==> src/rtl/des_key_sequencer.sv <==
// ---------------------------------------------------------------------------
// des_key_sequencer
//   Feeds 48-bit DES round keys to an iterative round datapath for single DES
//   or Triple-DES EDE. The user keys and mode are latched on start. One
//   subkey is presented per round, in the order the stage's direction needs,
//   and the sequencer steps on a valid/ack handshake.
//   des_roundkey: pure-wiring DES key schedule (PC-1, rotations, PC-2).
// ---------------------------------------------------------------------------
`default_nettype none

module des_roundkey (
  input  logic [63:0]       key_i,   // DES bit 1 is key_i[63]
  output logic [15:0][47:0] rk_o     // rk_o[r] is the key for round r+1
);
  localparam int PC1 [0:55] = '{57,49,41,33,25,17, 9, 1,58,50,42,34,26,18,
                                10, 2,59,51,43,35,27,19,11, 3,60,52,44,36,
                                63,55,47,39,31,23,15, 7,62,54,46,38,30,22,
                                14, 6,61,53,45,37,29,21,13, 5,28,20,12, 4};
  localparam int PC2 [0:47] = '{14,17,11,24, 1, 5, 3,28,15, 6,21,10,
                                23,19,12, 4,26, 8,16, 7,27,20,13, 2,
                                41,52,31,37,47,55,30,40,51,45,33,48,
                                44,49,39,56,34,53,46,42,50,36,29,32};
  // Cumulative left-rotation of C and D before each round.
  localparam int ROT [0:15] = '{1,2,4,6,8,10,12,14,15,17,19,21,23,25,27,28};

  logic [27:0] c0, d0;
  logic [55:0] c2, d2;

  for (genvar i = 0; i < 28; i++) begin : g_pc1
    assign c0[27-i] = key_i[64-PC1[i]];
    assign d0[27-i] = key_i[64-PC1[i+28]];
  end

  // Doubled halves so every rotation, including the full 28, is a part-select.
  assign c2 = {c0, c0};
  assign d2 = {d0, d0};

  for (genvar r = 0; r < 16; r++) begin : g_round
    logic [55:0] cd;
    assign cd = {c2[55-ROT[r] -: 28], d2[55-ROT[r] -: 28]};
    for (genvar j = 0; j < 48; j++) begin : g_pc2
      assign rk_o[r][47-j] = cd[56-PC2[j]];
    end
  end
endmodule

module des_key_sequencer #(
  parameter int NUM_STAGES = 3
) (
  input  logic        clk,
  input  logic        n_rst,
  input  logic        start,
  input  logic        mode,
  input  logic [63:0] key_1,
  input  logic [63:0] key_2,
  input  logic [63:0] key_3,
  input  logic        round_ack,
  input  logic        abort,
  output logic        busy,
  output logic        subkey_valid,
  output logic [47:0] subkey,
  output logic [1:0]  stage,
  output logic [3:0]  round_num,
  output logic        stage_decrypt,
  output logic        done
);
  typedef enum logic [1:0] {S_IDLE = 2'd0, S_RUN = 2'd1, S_DONE = 2'd2} state_t;

  localparam logic [1:0] LAST_STAGE = 2'(NUM_STAGES - 1);

  state_t           state_q, state_d;
  logic [63:0]      k1_q, k1_d, k2_q, k2_d, k3_q, k3_d;
  logic             mode_q, mode_d;
  logic [1:0]       stage_q, stage_d;
  logic [3:0]       round_q, round_d;
  logic             valid_q, valid_d;
  logic             dec_q, dec_d;
  logic [47:0]      subkey_q, subkey_d;
  logic [63:0]      key_sel;
  logic [15:0][47:0] rk;

  // EDE pattern: the middle stage runs opposite to the outer ones.
  function automatic logic stage_is_dec(input logic m, input logic [1:0] s);
    logic res;
    if (NUM_STAGES == 1) res = m;
    else                 res = (s == 2'd1) ? ~m : m;
    return res;
  endfunction

  // State and output registers; everything clears on reset.
  always_ff @(posedge clk or negedge n_rst) begin
    if (!n_rst) begin
      state_q  <= S_IDLE;
      k1_q     <= '0;
      k2_q     <= '0;
      k3_q     <= '0;
      mode_q   <= 1'b0;
      stage_q  <= '0;
      round_q  <= '0;
      valid_q  <= 1'b0;
      dec_q    <= 1'b0;
      subkey_q <= '0;
    end else begin
      state_q  <= state_d;
      k1_q     <= k1_d;
      k2_q     <= k2_d;
      k3_q     <= k3_d;
      mode_q   <= mode_d;
      stage_q  <= stage_d;
      round_q  <= round_d;
      valid_q  <= valid_d;
      dec_q    <= dec_d;
      subkey_q <= subkey_d;
    end
  end

  // Next-state: start/abort/ack handling and the stage/round walk.
  always_comb begin
    state_d = state_q;
    k1_d    = k1_q;
    k2_d    = k2_q;
    k3_d    = k3_q;
    mode_d  = mode_q;
    stage_d = stage_q;
    round_d = round_q;
    valid_d = valid_q;
    case (state_q)
      S_IDLE: begin
        if (start) begin
          k1_d    = key_1;
          k2_d    = key_2;
          k3_d    = key_3;
          mode_d  = mode;
          stage_d = 2'd0;
          round_d = stage_is_dec(mode, 2'd0) ? 4'd15 : 4'd0;
          valid_d = 1'b1;
          state_d = S_RUN;
        end
      end
      S_RUN: begin
        if (abort) begin
          state_d = S_IDLE;
          valid_d = 1'b0;
          stage_d = 2'd0;
          round_d = 4'd0;
        end else if (round_ack) begin
          if (dec_q ? (round_q == 4'd0) : (round_q == 4'd15)) begin
            if (stage_q != LAST_STAGE) begin
              stage_d = stage_q + 2'd1;
              round_d = stage_is_dec(mode_q, stage_d) ? 4'd15 : 4'd0;
            end else begin
              state_d = S_DONE;
              valid_d = 1'b0;
              stage_d = 2'd0;
              round_d = 4'd0;
            end
          end else begin
            round_d = dec_q ? (round_q - 4'd1) : (round_q + 4'd1);
          end
        end
      end
      S_DONE: state_d = S_IDLE;
      default: begin
        state_d = S_IDLE;
        valid_d = 1'b0;
      end
    endcase
  end

  // Key feeding the schedule: chosen for the stage being entered next cycle.
  always_comb begin
    key_sel = k1_d;
    if (NUM_STAGES != 1) begin
      case (stage_d)
        2'd0:    key_sel = mode_d ? k3_d : k1_d;
        2'd1:    key_sel = k2_d;
        default: key_sel = mode_d ? k1_d : k3_d;
      endcase
    end
  end

  des_roundkey u_roundkey (
    .key_i (key_sel),
    .rk_o  (rk)
  );

  // Registered subkey mux and direction flag; zero while nothing is valid.
  always_comb begin
    dec_d    = valid_d & stage_is_dec(mode_d, stage_d);
    subkey_d = valid_d ? rk[round_d] : '0;
  end

  assign busy          = (state_q == S_RUN) || (state_q == S_DONE);
  assign done          = (state_q == S_DONE);
  assign subkey_valid  = valid_q;
  assign subkey        = subkey_q;
  assign stage         = stage_q;
  assign round_num     = round_q;
  assign stage_decrypt = dec_q;
endmodule

`default_nettype wire
==> config.mk <==
export PLATFORM = sky130hd
export DESIGN_NAME = des_key_sequencer
export DESIGN_NICKNAME = d
export VERILOG_FILES = /design/src/rtl/des_key_sequencer.sv
export SDC_FILE = /design/constraint.sdc
export NUM_CORES = 1
export LEC_CHECK = 0
export CORE_MARGIN = 2
export CORE_UTILIZATION = 25
export DETAILED_ROUTE_END_ITERATION = 10
export GPL_ROUTABILITY_DRIVEN = 1
export PLACE_DENSITY_LB_ADDON = 0.05
export SYNTH_ARGS = -nofsm -noshare
export SYNTH_HDL_FRONTEND = slang
export SYNTH_SLANG_ARGS = --single-unit
==> constraint.sdc <==
create_clock -name clk -period 6.1 [get_ports clk]
set_clock_uncertainty 0.1 [all_clocks]
set_input_delay 1.22 -clock clk [delete_from_list [all_inputs] [get_ports clk]]
set_output_delay 1.22 -clock clk [all_outputs]
set_load 0.02 [all_outputs]
## After elaboration in Yosys (flattened, before gate mapping)

Cells that the tools add are included.

| storage, ports and cells | value |
|---|---|
| register bits after elaboration | 251 |
| output and inout port bits | 58 |
| logic and storage cells | 83 |
| bits of input ports | 198 |

| cells by class | value |
|---|---|
| add/subtract/negate cells | 3 |
| multiplexer cells | 51 |
| reduce and logical (&&, ||, !) cells | 5 |
| bitwise logic cells | 3 |
| equal/unequal tests | 10 |
| order comparisons | 1 |

Operators by type and width:

| cell | count |
|---|---|
| 2-to-1 mux 64 bit | 8 |
| binary-select mux 48 bit (select 4 bit) | 1 |
| one-hot mux 64 bit (2 select lines) | 1 |
| 2-to-1 mux 48 bit | 2 |
| 2-to-1 mux 4 bit | 8 |
| 2-to-1 mux 2 bit | 10 |
| 2-to-1 mux 1 bit | 17 |
| inequality test 3 bit (second input constant) | 3 |
| one-hot mux 2 bit (2 select lines) | 2 |
| one-hot mux 4 bit (2 select lines) | 1 |
| equality test 2 x 1 -> 1 bit (second input constant) | 3 |
| < comparator 4 x 5 -> 1 bit (second input constant) | 1 |
| adder 4 x 1 -> 4 bit (second input constant) | 1 |
| equality test 4 bit (second input constant) | 1 |
| logical NOT 2 bit | 2 |
| logical NOT 4 bit | 1 |
| inequality test 2 bit (second input constant) | 2 |
| AND reduction 4 bit | 1 |
| subtractor 4 x 1 -> 4 bit (second input constant) | 1 |
| one-hot mux 1 bit (3 select lines) | 1 |
| adder 2 x 1 -> 2 bit (second input constant) | 1 |
| equality test 2 bit (second input constant) | 1 |
| NOT 1 bit | 2 |
| AND 1 bit | 1 |
| logical OR 1 bit | 1 |

## Longest topological paths before layout

Gate-level depths: netlist (run 1).

| depth | value |
|---|---|
| word-level depth | 17 |
| mapped depth | 17 |
| gate-level depth less buffers | 12 |

## Modules after synthesis

From an unflattened synthesis (run 1), not the netlist that was laid out.

| second synthesis, totals | value |
|---|---|
| cells, all modules | 2,867 |
| area total of the unflattened synthesis | 24,120.6 µm² |

Modules (own cells, without submodules):

| module | area each (µm²) | instances | cells each | sequential area each (µm²) |
|---|---|---|---|---|
| des_key_sequencer | 18,355.1 | 1 | 2,099 | 6,281.0 |
| des_roundkey | 5,765.5 | 1 | 768 | 0.0 |

## Worst setup path after synthesis (run 1)

Ideal clock, no wire load.

| timing path | value |
|---|---|
| kind | input-to-reg |
| start point | input port mode |
| end point | register subkey_q[31] (netlist: subkey[31]) |
| arrival | 3,626 ps |
| stages | 13 |
| buffers on the path | 5 |
| setup slack | 2,243 ps |
| setup time | 131 ps |
| data required time | 5,869 ps |
| cells stage by stage | buf_2 > and3_1 > clkbuf_1 > a21o_1 > buf_2 > buf_4 > buf_4 > mux4_2 > o21ai_0 > a21oi_1 > a311oi_1 > nor3_1 > or3_1 |

| on the way | value |
|---|---|
| word-level cells in the longest chain between the ends | 8 |
| elaborated cells on any way between the ends | 13 |
| those cells by class | mux (13) |

RTL lines:

| item | line | text |
|---|---|---|
| from (decl) | 53 | `input logic mode,` |
| 2-to-1 mux 1 bit | 129 | `if (start) begin` |
| 2-to-1 mux 1 bit | 127 | `case (state_q)` |
| 2-to-1 mux 4 bit | 135 | `round_d = stage_is_dec(mode, 2'd0) ? 4'd15 : 4'd0;` |
| 2-to-1 mux 4 bit | 129 |  |
| one-hot mux 4 bit (2 select lines) | 127 |  |
| binary-select mux 48 bit (select 4 bit) (*) | 190 | `subkey_d = valid_d ? rk[round_d] : '0;` |
| 2-to-1 mux 48 bit (not written as such) (*) | 190 |  |
| 2-to-1 mux 48 bit (*) | 190 |  |
| named net subkey_d[31] | 78 | `logic [47:0] subkey_q, subkey_d;` |
| to (signal assigned) | 113 | `subkey_q <= subkey_d;` |
| to (decl) | 78 |  |

The timed path passes the listed nets; every way through them passes the cells marked *. The select of a mux whose other input is x is not followed.
A chain may end at the register's enable or synchronous reset.

## Worst setup path after layout (run 1)

| timing path | value |
|---|---|
| start point | input port round_ack |
| end point | register subkey_q[17] (netlist: subkey[17]) |

| on the way | value |
|---|---|
| word-level cells in the longest chain between the ends | 8 |
| elaborated cells on any way between the ends | 15 |
| those cells by class | eq/ne (1); mux (13); reduce/logical (1) |

RTL lines:

| item | line | text |
|---|---|---|
| from (decl) | 57 | `input logic round_ack,` |
| 2-to-1 mux 2 bit | 146 | `end else if (round_ack) begin` |
| 2-to-1 mux 2 bit | 141 | `if (abort) begin` |
| one-hot mux 2 bit (2 select lines) | 127 |  |
| equality test 2 x 1 -> 1 bit / logical NOT 2 bit (equally long branches) | 174 | `case (stage_d)` |
| one-hot mux 64 bit (2 select lines) | 174 |  |
| binary-select mux 48 bit (select 4 bit) | 190 |  |
| 2-to-1 mux 48 bit (not written as such) | 190 |  |
| 2-to-1 mux 48 bit (*) | 190 |  |
| named net subkey_d[17] | 78 |  |

Marked as above.

==> results of run 1 <==
critical path, stage by stage:
cell             delay, ps
clkdlybuf4s50_1        530
and4bb_1               330
a22o_4                 300
a211oi_4               240
buf_12                 320
buf_4                  300
mux2i_1                360
a211oi_1               280
o31ai_1                590
a2bb2oi_1              200
nand3_1                180
layout make-up:
class	instances	area, µm²	area share
clock buffer	43	901	0.0424
clock inverter	13	171	0.00807
inverter	14	52.6	0.00247
multi-input combinational	1632	10100	0.476
sequential	227	5680	0.268
tap	864	1080	0.0509
timing repair buffer	335	3230	0.152
layer usage:
layer	up-vias	global-route usage	share of wire
li1	7745	-	-
met1	8052	0.348	0.51
met2	475	0.329	0.42
met3	62	0.0275	0.049
met4	0	0.0391	0.015
met5	-	0	0
power breakdown:
part | switching [mW] | internal [mW]
sequential | 0.405 | 2.19
combinational | 6.22 | 3.22
clock | 0.742 | 1.19
cells by family (layout without fill, tap and decap cells):
logic type      after synthesis  count (layout)
simple gates                909             909
flops                       227             227
compound gates              539             539
buf+inv                     185             405
xor+xnor                      3               3
fa+ha+maj                     7               7
mux                         174             174
cell usage in the layout (no fill, tap or decap), types with 48 or more instances in the layout:
cell type / netlist / routed
a211oi_1: 127 / 127
a21oi_1: 177 / 177
buf_4: 18 / 94
clkdlybuf4s50_1: 0 / 229
dfrtp_1: 227 / 226
mux2i_1: 115 / 115
nand2_1: 610 / 609
nand3_1: 48 / 48
nor2_1: 77 / 77
nor2b_1: 69 / 69
sequential cells by signal, summed over array words and instances (netlist names), 2 cells and up:
signal     cells
k2_q          56
round_num      4
k1_q          56
stage          2
k3_q          56
subkey        48
state_q        2
per-stage QoR:
stage | worst slack (ps) | instance area, µm² | cells | hold WS [ps]
floorplan | 2240 | 16700 | 2044 | 337
global placement | 748 | 20200 | 3072 | 353
detailed placement | 797 | 20200 | 3072 | 359
CTS | 1430 | 21200 | 3128 | 374
global route | 1210 | 21200 | 3128 | 386
finish | 1390 | 21200 | 3128 | 369
final timing paths:
| kind | endpoint | slack (ps) | cells after the start |
|---|---|---|---|
| max in group asynchronous | k2_q[18]$_DFF_PN0_ | 4280 | 2 |
| hold / removal | k2_q[36]$_DFF_PN0_ | 370 | 2 |
| hold reg to reg | k2_q[36]$_DFF_PN0_ | 370 | 2 |
| setup / recovery | subkey[17]$_DFF_PN0_ | 1390 | 11 |
| setup reg to reg | subkey[17]$_DFF_PN0_ | 1850 | 12 |
| min in group asynchronous | subkey[9]$_DFF_PN0_ | 500 | 1 |
==> flow_summary.toml, run 1 <==
[run_status]
status = "completed"

[die]
dieHeight_um = 262
design.core.area_um2 = 66000
dieArea_um2 = 68900
rows = 94
die_w_um = 262
start_util = 0.253
io_pins = 256

[routing]
drt-initial-drc-count = 1354
firstDrtPassIters = 5
postRouteAntennaNets = 0
wire_per_inst_um = 25.3
num_vias = 16300
wl_um = 79000
avgViaCountPerCell = 5.22
route.detailed.drc = 0

[layout]
drive_above_1_share = 0.114
area_growth_pct = 27.2
n_fill_cell = 6981
nets = 2445
insertedDiodeCount = 0
fin_util = 0.322

[yosys]
synth_top_family_by_area = "simple AND/OR/NAND/NOR gates"
syn_nets = 2249
ys_seq_elements = 227
synth_area_leaders = "dfrtp_1, nand2_1, mux2i_1"
synth_most_common_cell = "nand2_1"
avgSynthCellArea_um2 = 8.17
syn_area_um2 = 16700
synthAdderAreaFrac = 0.00570
netlist_instances = 2044
async_flop_share = 1.00
seq_area_frac_synth = 0.340
synth_compound_area_frac = 0.227
synth_cell_types = 81
synth-edff-count = 0
yosys_warnings = 0
synthSimpleGateAreaFrac = 0.233
muxShareOfSynthArea = 0.137
yosysTopAreaCellShare = 0.340
synth_common_cells = "nand2_1, dfrtp_1, a21oi_1, a211oi_1, mux2i_1"
synth_xor_area_frac = 0.00157
yosys_most_used_dff = "dfrtp_1"
synth_largest_area_cell = "dfrtp_1"

[timing]
hold_violations = 0
fin_setup_tns_ps = 0
slew-limit-headroom = 0.371
setup_violations = 0
finalMaxSlewViolations = 0
tightest_slew_ps = 939
fin_crit_ps = 4710
fmax_ghz = 0.212
rsz0062_at_grt = "false"
fin_crit_sh = 0.772

[clock_network]
cts_hold_buf = 0
htreeDepth = 1
clkSlewWorstSetupHoldPaths_ps = 50
cts.path.max_buffers = 3
root_buffer = "clkbuf_16"
clock-sinks = 227
cts_buffers = 30
cts_tree = "yes"
cts.repair.resized = 0
insertion_delay_ps = 600
cts_setup_buffers = 0

[placed_design]
port_buffers = 231
globalplace.congestion = 0.918
hpwl_um = 60400

[setup_path]
critPathLaunch = "round_ack"
start_kind = "primary input"
end_kind = "flop"
reg2reg_from = "state_q[0]$_DFFE_PN0P_"
crit_required_ps = 6410
critical_path.max_fanout = 46
worst-setup-path-type = "primary input to flop"
arrival_ps = 5020

[power_and_ir_drop]
ir_drop_mv = 0.286
p_per_area_nw_per_um2 = 658
cellLeakagePower_nw = 9.41
p_total_mw = 14.0

[global_route]
grt_pass1_vias = 16000
grt_max_degree = 110
grt_overflow = 0
globalRouteTotalUtil = 0.224
grt_pass1_wl_um = 115000
antenna_found_initial = 0

[min_path]
hp-start = "k2_q[36]$_DFF_PN0_"
hold_class = "flop to flop"

[job]
drv_cap = 0
No activity file was read; power rests on OpenSTA's default activity.
==> inputs of run 2 (changes only) <==
==> constraint.sdc (replaced) <==
create_clock -name clk -period 4.2 [get_ports clk]
set_clock_uncertainty 0.1 [all_clocks]
set_input_delay 0.84 -clock clk [delete_from_list [all_inputs] [get_ports clk]]
set_output_delay 0.84 -clock clk [all_outputs]
set_load 0.02 [all_outputs]
==> flow_summary.toml, run 2 (synthesis gave the netlist of run 1 again) <==
[layout]
nets = 2794
drive_above_1_share = 0.230
n_fill_cell = 6834
insertedDiodeCount = 0
final_cell_mix = "nand2_1, buf_4, clkdlybuf4s50_1"
area_growth_pct = 44.6
reg.largest.list = "k1_q (56), k2_q (56), k3_q (56)"
layout_commonest_cell = "nand2_1"
stdcell_count = 3477

[min_path]
hold_class = "primary input to async pin"

[routing]
postRouteAntennaNets = 0
num_vias = 17600
route.detailed.drc = 0
firstDrtPassIters = 5
avgViaCountPerCell = 5.08
drt-initial-drc-count = 1498
wl_um = 82000
wire_per_inst_um = 23.6

[timing]
fin_crit_sh = 0.960
finalMaxSlewViolations = 0
hold_violations = 0
tightest_slew_ps = 1000
setup_ws_ps = 168
fmax_ghz = 0.248
rsz0062_at_grt = "false"
timing.hold.ws_ps = 177
setup_violations = 0
fin_crit_ps = 4030
slew-limit-headroom = 0.331

[die]
io_pins = 256
start_util = 0.253
dieArea_um2 = 68900
rows = 94
dieHeight_um = 262
design.core.area_um2 = 66000
die_w_um = 262

[setup_path]
start_kind = "flop"
worst-setup-path-type = "flop to flop"
end_kind = "flop"
critical_path.max_fanout = 37
crit_required_ps = 4540
arrival_ps = 4380

[clock_network]
root_buffer = "clkbuf_16"
clock-sinks = 227
cts.path.max_buffers = 3
htreeDepth = 1
clkSlewWorstSetupHoldPaths_ps = 60
cts_buffers = 31
cts_tree = "yes"
insertion_delay_ps = 610
cts_setup_buffers = 0

[power_and_ir_drop]
p_sw_frac = 0.486
p_sw_mw = 11.5
p_per_area_nw_per_um2 = 983
cellLeakagePower_nw = 11.2
ir_drop_mv = 0.460
pwr-share-seq = 0.159
p_int_mw = 12.2
p_clk_frac = 0.117
comb_power_share = 0.724
p_total_mw = 23.7

[placed_design]
globalplace.congestion = 0.906
place_ws_ps = -378
port_buffers = 231
dp_cells = 3420
hpwl_um = 65400

[global_route]
antenna_found_initial = 1
globalRouteTotalUtil = 0.235
grt_pass1_wl_um = 123000
grt_overflow = 0
grt_max_degree = 92
grt_pass1_vias = 17700

[job]
drv_cap = 0

[run_status]
status = "completed"
run 2: changes by cell type in the layout (fill, tap and decap cells not counted), sizes merged:
| cell | delta |
|---|---|
| bufinv | -1 |
| buf | +348 |
| clkinvlp | +3 |
| clkbuf | +4 |
| inv | +1 |
| clkinv | -6 |
run 2: critical path, stage by stage (launching register included):
cell and delay (ps):
dfrtp_1 420, inv_1 100, ha_1 370, mux2i_1 220, and2_1 230, a211oi_4 220, buf_12 290, mux2i_1 330
a211oi_1 130, buf_4 160, nor3_1 520, nor2_1 190, a211oi_1 290, o31ai_1 190
run 2: repair_timing:
| item | 4_1_cts | 5_1_grt |
|---|---|---|
| gates resized for setup | 0 | 1 |
| endpoints found under the setup margin | 0 | 1 |
| hold buffers | 0 | 0 |
run 2: final timing paths:
| kind | startpoint | end | slack [ps] | depth (start not counted) |
|---|---|---|---|---|
| worst max-delay path | state_q[1]$_DFFE_PN0P_ | subkey[45]$_DFF_PN0_ | 170 | 13 |
| worst min-delay path | n_rst | subkey[37]$_DFF_PN0_ | 180 | 1 |
| worst max register to register | state_q[1]$_DFFE_PN0P_ | subkey[45]$_DFF_PN0_ | 170 | 13 |
| min in group clk | k2_q[14]$_DFF_PN0_ | k2_q[14]$_DFF_PN0_ | 370 | 2 |
| worst min register to register | k2_q[14]$_DFF_PN0_ | k2_q[14]$_DFF_PN0_ | 370 | 2 |
| max in group asynchronous | n_rst | k2_q[13]$_DFF_PN0_ | 2900 | 2 |
run 2: per-stage QoR:
| stage | instance area (µm²) | TNS (ps) | util |
|---|---|---|---|
| after floorplan | 16700 | 0 | - |
| after global placement | 23100 | -9850 | 0.350 |
| after detailed placement | 23100 | -11400 | 0.350 |
| after CTS | 24100 | 0 | 0.366 |
| after global routing | 24100 | 0 | 0.366 |
| final | 24100 | 0 | 0.366 |
run 2: layout make-up:
cell class                 count  area (µm²)  share of cell area
multi-input combinational   1632       10100               0.419
clock inverter                10         154             0.00638
sequential                   227        5680               0.236
inverter                      14        52.6             0.00218
clock buffer                  47         906              0.0375
tap                          864        1080              0.0448
timing repair buffer         683        6130               0.254
run 2: power by group through the flow:
stage | clock [mW] | sequential [mW] | combinational [mW]
after floorplan | 0 | 3.81 | 7.97
after global placement | 0 | 3.76 | 17.1
after detailed placement | 0 | 3.80 | 17.0
after CTS | 2.86 | 3.77 | 17.0
after global routing | 2.96 | 3.89 | 18.4
final | 2.77 | 3.77 | 17.2
run 2: routing by layer:
layer	routed length, µm	up-vias	global-route usage	part of all wire
li1	-	8439	-	-
met1	42300	8674	0.365	0.52
met2	35100	475	0.353	0.43
met3	3350	58	0.0233	0.041
met4	1250	0	0.0363	0.015
met5	0	-	0	0
==> inputs of run 3 (changes only) <==
--- a/config.mk
+++ b/config.mk
@@ -9,6 +9,7 @@
 export CORE_UTILIZATION = 25
 export DETAILED_ROUTE_END_ITERATION = 10
 export GPL_ROUTABILITY_DRIVEN = 1
+export GPL_TIMING_DRIVEN = 0
 export PLACE_DENSITY_LB_ADDON = 0.05
 export SYNTH_ARGS = -nofsm -noshare
 export SYNTH_HDL_FRONTEND = slang
==> flow_summary.toml, run 3 (synthesis gave the netlist of run 1 again) <==
[timing]
fin_crit_ps = 4250
tightest_slew_ps = 1100
setup_ws_ps = -48.9
fmax_ghz = 0.235
rsz0062_at_grt = "true"
slew-limit-headroom = 0.266
finalMaxSlewViolations = 0
setup_violations = 2
hold_violations = 0
fin_crit_sh = 1.01

[die]
design.core.area_um2 = 66000
die_w_um = 262
start_util = 0.253
dieHeight_um = 262
io_pins = 256
dieArea_um2 = 68900
rows = 94

[clock_network]
cts.path.max_buffers = 3
cts_buffers = 31
cts_tree = "yes"
clkSlewWorstSetupHoldPaths_ps = 60
htreeDepth = 1
clock-sinks = 227
root_buffer = "clkbuf_16"
insertion_delay_ps = 640

[setup_path]
arrival_ps = 4620
reg2reg_from = "state_q[0]$_DFFE_PN0P_"
worstReg2RegEnd = "subkey[2]$_DFF_PN0_"
r2r_slack_ps = 60
worst-setup-path-type = "primary input to flop"
start_kind = "primary input"
r2r_cells = 15
critical_path.max_fanout = 10
crit_required_ps = 4570
end_kind = "flop"

[routing]
postRouteAntennaNets = 0
avgViaCountPerCell = 5.62
num_vias = 18100
wl_um = 106000
drt-initial-drc-count = 1507
wire_per_inst_um = 33.0
firstDrtPassIters = 6
route.detailed.drc = 0

[layout]
reg.largest.list = "k1_q (56), k2_q (56), k3_q (56)"
layout_commonest_cell = "nand2_1"
drive_above_1_share = 0.172
final_cell_mix = "nand2_1, clkdlybuf4s50_1, dfrtp_1"
fin_util = 0.336
n_fill_cell = 6994
area_growth_pct = 32.8
nets = 2539

[power_and_ir_drop]
cellLeakagePower_nw = 9.59
ir_drop_mv = 0.748
p_per_area_nw_per_um2 = 1030

[global_route]
gr-usage-met1 = 0.409
globalRouteMet2Util = 0.500
top_usage_layer = "met2"
grt_pass1_wl_um = 149000
grt_overflow = 0
grt_pass1_vias = 18200
globalRouteTotalUtil = 0.301
antenna_found_initial = 1
use_met3 = 0.0336
grt_max_degree = 88

[placed_design]
hpwl_um = 84600
port_buffers = 230
globalplace.congestion = 0.940
place_ws_ps = -2270

[run_status]
status = "finished, violations left"
violations = "setup timing"

[min_path]
hold_class = "primary input to async pin"

[job]
drv_cap = 0
-- run 3: area by class of cell --
cell class	instances	area [µm²]	share of cell area
Clock inverter	10	143	0.00644
Sequential cell	227	5680	0.256
Buffer	167	1010	0.0457
Tap cell	864	1080	0.0488
Timing Repair Buffer	261	2600	0.117
Antenna cell	1	2.50	0.000113
Multi-Input combinational cell	1632	10700	0.482
Inverter	14	56.3	0.00254
Clock buffer	46	892	0.0402
-- run 3: repair_timing --
item / in CTS / in global routing
gates resized for setup: 148 / 69
buffers inserted: 21 / 8
hold endpoints to repair: 0 / 0
pin swaps: 14 / 9
hold buffers: 0 / 0
endpoints found under the setup margin: 140 / 67
-- run 3: metrics by stage --
| step | instances | cell area [µm²] | total power, mW | hold WS (ps) | setup TNS (ps) |
|---|---|---|---|---|---|
| finish | 3222 | 22200 | 22.8 | 1.31 | -63.2 |
| global route | 3221 | 22200 | 23.7 | 35.7 | -110 |
| CTS | 3214 | 21900 | 22.2 | 2.97 | -46.8 |
| detailed placement | 3140 | 20100 | 18.6 | 357 | -204420 |
| global placement | 3138 | 20100 | 18.9 | 350 | -2130490 |
| floorplan | 2044 | 16700 | 11.8 | 337 | 0 |
-- run 3: power breakdown --
| group | total [mW] | internal [mW] | leakage (nW) | switching [mW] |
|---|---|---|---|---|
| Combinational | 16.2 | 5.05 | 6.22 | 11.2 |
| Sequential | 3.76 | 3.18 | 2.86 | 0.577 |
| Clock | 2.79 | 1.64 | 0.508 | 1.14 |
-- run 3: metal layers --
layer,vias up,share of wire
li1,7911,-
met1,9197,0.44
met2,819,0.46
met3,182,0.055
met4,0,0.041
met5,-,0
-- run 3: how the worst max path moves through the flow --
| stage | start | to |
|---|---|---|
| after floorplan | mode | subkey[31]$_DFF_PN0_ |
| after global placement | n_rst | k3_q[10]$_DFF_PN0_ |
| after detailed placement | start | subkey[27]$_DFF_PN0_ |
| after CTS | round_ack | subkey[2]$_DFF_PN0_ |
| after global routing | round_ack | subkey[1]$_DFF_PN0_ |
| final | round_ack | subkey[23]$_DFF_PN0_ |
-- run 3: critical path, cell delays in order --
cell,delay (ps)
clkdlybuf4s50_1,560
and4bb_1,340
a22o_4,300
a211oi_4,270
buf_12,160
buf_6,180
mux2i_1,570
a211oi_1,250
or3_1,470
nor4b_1,180
a31oi_1,280
o221ai_1,190
